$ cat config.mk
export PLATFORM = sky130hd
export DESIGN_NAME = pipe_hazard_ctrl
export DESIGN_NICKNAME = d
export VERILOG_FILES = /design/src/rtl/pipe_hazard_ctrl.sv
export SDC_FILE = /design/constraint.sdc
export NUM_CORES = 1
export LEC_CHECK = 0
export ABC_AREA = 1
export CAP_MARGIN = 20
export CORE_MARGIN = 4
export CORE_UTILIZATION = 39
export CTS_BUF_LIST = sky130_fd_sc_hd__clkbuf_4
export DETAILED_ROUTE_END_ITERATION = 10
export PLACE_DENSITY_LB_ADDON = 0.3
export SYNTH_ARGS = -nofsm -noshare
export SYNTH_HDL_FRONTEND = slang
export SYNTH_SLANG_ARGS = --single-unit
$ cat constraint.sdc
create_clock -name clk -period 1.8 [get_ports clk]
set_clock_uncertainty 0.05 [all_clocks]
set_input_delay 0.36 -clock clk [delete_from_list [all_inputs] [get_ports clk]]
set_output_delay 0.36 -clock clk [all_outputs]
set_load 0.02 [all_outputs]
$ cat src/rtl/pipe_hazard_ctrl.sv
// Stall/flush controller for the 5-stage MIPS pipeline with multu sequencing.
// Define HAZ_STATS_EN to build the stall/flush statistics counters.
module pipe_hazard_ctrl #(
   parameter int MULT_CYCLES = 32,
   parameter int CNT_W       = 6
) (
   input  logic        clk,
   input  logic        rst,
   input  logic [4:0]  id_rs,
   input  logic [4:0]  id_rt,
   input  logic        id_uses_rt,
   input  logic        id_multu,
   input  logic        id_mfhilo,
   input  logic        ex_memread,
   input  logic [4:0]  ex_wn,
   input  logic        branch_taken,
   output logic        pc_en,
   output logic        ifid_en,
   output logic        ifid_flush,
   output logic        idex_en,
   output logic        idex_bubble,
   output logic        mult_start,
   output logic        mult_abort,
   output logic        mult_busy,
   output logic [15:0] stall_cycles,
   output logic [15:0] flush_count
);

   typedef enum logic {IDLE, MULT_RUN} state_t;

   localparam logic [CNT_W-1:0] CNT_INIT = CNT_W'(MULT_CYCLES - 1);

   state_t           state, state_n;
   logic [CNT_W-1:0] cnt, cnt_n;
   logic             busy_n;
   logic             lu, mh, stall;

   assign lu    = ex_memread && (ex_wn != 5'd0) &&
                  ((ex_wn == id_rs) || (id_uses_rt && (ex_wn == id_rt)));
   assign mh    = mult_busy && (id_mfhilo || id_multu);
   assign stall = (lu || mh) && !branch_taken;

   always_comb begin
      pc_en       = 1'b1;
      ifid_en     = 1'b1;
      ifid_flush  = 1'b0;
      idex_en     = 1'b1;
      idex_bubble = 1'b0;
      if (branch_taken) begin
         ifid_flush  = 1'b1;
         idex_bubble = 1'b1;
      end else if (stall) begin
         pc_en       = 1'b0;
         ifid_en     = 1'b0;
         idex_bubble = 1'b1;
      end
   end

   always_comb begin
      state_n    = state;
      cnt_n      = cnt;
      busy_n     = mult_busy;
      mult_start = 1'b0;
      mult_abort = 1'b0;
      unique case (state)
         IDLE: begin
            mult_start = id_multu && !lu && !branch_taken && !rst;
            if (mult_start) begin
               state_n = MULT_RUN;
               cnt_n   = CNT_INIT;
               busy_n  = 1'b1;
            end
         end
         MULT_RUN: begin
            // A branch resolving in the first run cycle is older than the multu.
            if (branch_taken && (cnt == CNT_INIT)) begin
               mult_abort = !rst;
               state_n    = IDLE;
               cnt_n      = '0;
               busy_n     = 1'b0;
            end else if (cnt == '0) begin
               state_n = IDLE;
               busy_n  = 1'b0;
            end else begin
               cnt_n = cnt - CNT_W'(1);
            end
         end
         default: state_n = IDLE;
      endcase
   end

   always_ff @(posedge clk) begin
      if (rst) begin
         state     <= IDLE;
         cnt       <= '0;
         mult_busy <= 1'b0;
      end else begin
         state     <= state_n;
         cnt       <= cnt_n;
         mult_busy <= busy_n;
      end
   end

`ifdef HAZ_STATS_EN
   always_ff @(posedge clk) begin
      if (rst) begin
         stall_cycles <= '0;
         flush_count  <= '0;
      end else begin
         if (stall && (stall_cycles != '1))
            stall_cycles <= stall_cycles + 16'd1;
         if (branch_taken && (flush_count != '1))
            flush_count <= flush_count + 16'd1;
      end
   end
`else
   assign stall_cycles = '0;
   assign flush_count  = '0;
`endif

endmodule

==> flow_metrics.py <==
metrics = {
    "critical_path": {
        "worstPathArrival_ns": 1.34,
        "start_kind": "input port",
        "cp.required_ns": 1.39,
        "crit_type": "in -> out",
        "crit_path_end_kind": "primary output",
        "crit_fanout": 2,
    },
    "clock_tree": {
        "clk_pin_slew_ns": 0.06,
        "cts.sinks": 8,
        "cts_root_buf": "clkbuf_4",
        "tritoncts": "done",
        "cts_htree_levels": 1,
        "insertion_delay_ns": 0.25,
        "cts_buffers": 3,
        "clk_path_buf_depth": 2,
    },
    "die": {
        "die_w_um": 59.9,
        "coreArea_um2": 2520,
        "rows": 18,
        "dieArea_um2": 3590,
        "start_util_pct": 41.7,
        "ioPinCount": 62,
        "die_y_um": 59.9,
    },
    "sta": {
        "period_share_pct": 97.2,
        "finalHoldWorstSlack_ns": 0.432,
        "slew_violations": 0,
        "rsz0062_at_grt": "false",
        "min_period_ns": 1.75,
        "setup_viol": 0,
        "worst_slack_ns": 0.0506,
        "hold_violations": 0,
        "max_freq_ghz": 0.572,
        "finalSetupTns_ns": 0,
    },
    "yosys": {
        "seq_area_frac_synth_pct": 15.2,
        "synth_simple_gate_area_share_pct": 34.1,
        "syn_area_um2": 1050,
        "synth_top_family_by_area": "buffers and inverters",
        "synth_compound_area_share_pct": 8.92,
        "synth_top_area_cell": "buf_4",
        "synth_top_area_share_pct": 25.0,
        "synth-seq-cells": 8,
        "synth_cell_type_count": 24,
        "synth-async-reset-ratio_pct": 0,
        "synth.most_common_cell": "nand2_1",
        "synth_flop_cell": "dfxtp_1",
        "muxShareOfSynthArea_pct": 0,
        "synth_edf_count": 0,
        "synth-xor-area-share_pct": 2.50,
        "yosys.area_share.adder_pct": 3.57,
        "synthTopCellsByArea": "buf_4, nand2_1, dfxtp_1",
        "synth.avg_cell_area_um2": 6.15,
        "ys_warn_count": 0,
        "synthCells": 171,
        "synth_common_cells": "nand2_1, buf_4, inv_1, nor2_1",
    },
    "drt": {
        "drt_iter0_markers": 28,
        "ant_nets": 0,
        "vias": 970,
        "wirelength_mm": 2.14,
        "wl_per_cell_um": 8.83,
        "vias_per_cell": 4.01,
        "drc": 0,
        "drt_pass1_iterations": 4,
    },
    "power": {
        "switching_share_pct": 40.5,
        "power.share.clock_pct": 21.4,
        "seqPwrFrac_pct": 31.8,
        "p_int_uw": 380,
        "p_per_area_nw_per_um2": 478,
        "p_comb_share_pct": 46.8,
        "ir_drop_v": 0.000331,
        "p_leak_nw": 0.746,
        "switching_power_uw": 259,
    },
    "place": {
        "dpl.hpwl_mm": 1.90,
        "dpl_cell_area_um2": 1330,
        "io_buffers": 28,
        "dp_cells": 239,
        "dpl_worst_slack_ns": -0.648,
        "gp_congestion": 0.818,
    },
    "cells_and_area": {
        "drive_gt1_share_pct": 29.2,
        "area_growth_pct": 27.2,
        "final_area_um2": 1340,
        "layout.cells.non_filler": 242,
        "layout.nets": 239,
        "num_antenna_cells": 0,
    },
    "grt": {
        "overflow": 0,
        "grt_pass1_vias": 874,
        "grt_usage_pct": 12.5,
        "grt_pass1_wl_mm": 3.49,
        "antenna_found_initial": 0,
        "grt_max_degree": 8,
    },
    "status": {
        "outcome": "completed",
    },
    "job": {
        "cap_violations": 0,
    },
    "hold_path": {
        "hold_class": "reg -> reg",
    },
}
[power groups by stage]
stage / registers (mW) / clock network (mW) / logic [mW]
after floorplan: 0.207 / 0 / 0.253
after global placement: 0.206 / 0 / 0.304
after detailed placement: 0.206 / 0 / 0.305
after CTS: 0.203 / 0.145 / 0.293
after global routing: 0.205 / 0.160 / 0.332
final: 0.203 / 0.137 / 0.299
[worst max-delay path, cell delays in order]
cell,delay [ns]
clkdlybuf4s50_1,0.42
o21ai_0,0.27
nand2_2,0.09
nand2_2,0.08
buf_6,0.12
[cell usage in the layout, fill, tap and decap left out, types with 2 or more instances in the layout]
cell type	instances
a21oi_1	5
a21oi_2	2
buf_4	15
buf_6	3
clkbuf_2	6
clkbuf_4	3
clkdlybuf4s15_1	7
clkdlybuf4s50_1	5
conb_1	33
dfxtp_1	6
dfxtp_2	2
dlygate4sd2_1	5
ha_1	2
inv_1	18
inv_2	10
nand2_1	40
nand2_2	11
nand3_1	6
nor2_1	11
nor2_2	3
o21ai_0	4
o21ai_1	3
xnor2_1	2
[layout make-up]
cell class | instances | area, um^2
fillers | 238 | 1180
repair buffers | 42 | 345
well taps | 30 | 37.5
flip-flops and latches | 8 | 163
clock buffers | 3 | 22.5
inverters | 28 | 105
multi-input cells | 131 | 666
[what timing repair did]
| action | in CTS | in global routing |
|---|---|---|
| hold buffers | 0 | 0 |
| resized for setup | 51 | 29 |
| pin swaps | 14 | 16 |
| buffers inserted | 0 | 0 |
| endpoints found under the hold margin | 0 | 0 |
| setup endpoints to repair | 6 | 7 |
[metrics by stage]
step	util, %	power (mW)
floorplan	-	0.460
global placement	52.7	0.510
detailed placement	52.7	0.511
CTS	53.1	0.641
global route	53.1	0.697
finish	53.1	0.639
[state kept, by name, summed over array words and instances, names as in the netlist]
register,count
cnt,6
state,1
mult_busy,1
[metal layers]
metal	vias to the layer above	part of all wire, %	global-route usage [%]
met3	0	11	3.89
met1	394	43	16.0
met5	-	0	0
met4	0	0	1.90
li1	530	-	-
met2	46	45	21.0
[worst paths after layout]
| path | start | end | slack [ns] | cells after the start |
|---|---|---|---|---|
| worst max-delay path | id_multu | ifid_en | 0.05 | 5 |
| worst min-delay path | mult_busy | mult_busy | 0.43 | 2 |
| worst max register to register | cnt[0] | cnt[5] | 0.14 | 9 |
| worst min register to register | mult_busy | mult_busy | 0.43 | 2 |
[kinds of logic after synthesis]
family	after synthesis
AO/OA/AOI/OAI	15
buffers and inverters	63
other	2
XOR/XNOR	3
flip-flops	8
AND/OR/NAND/NOR	77
adder cells (fa/ha/maj)	3
(Power assumes the default switching activity.)
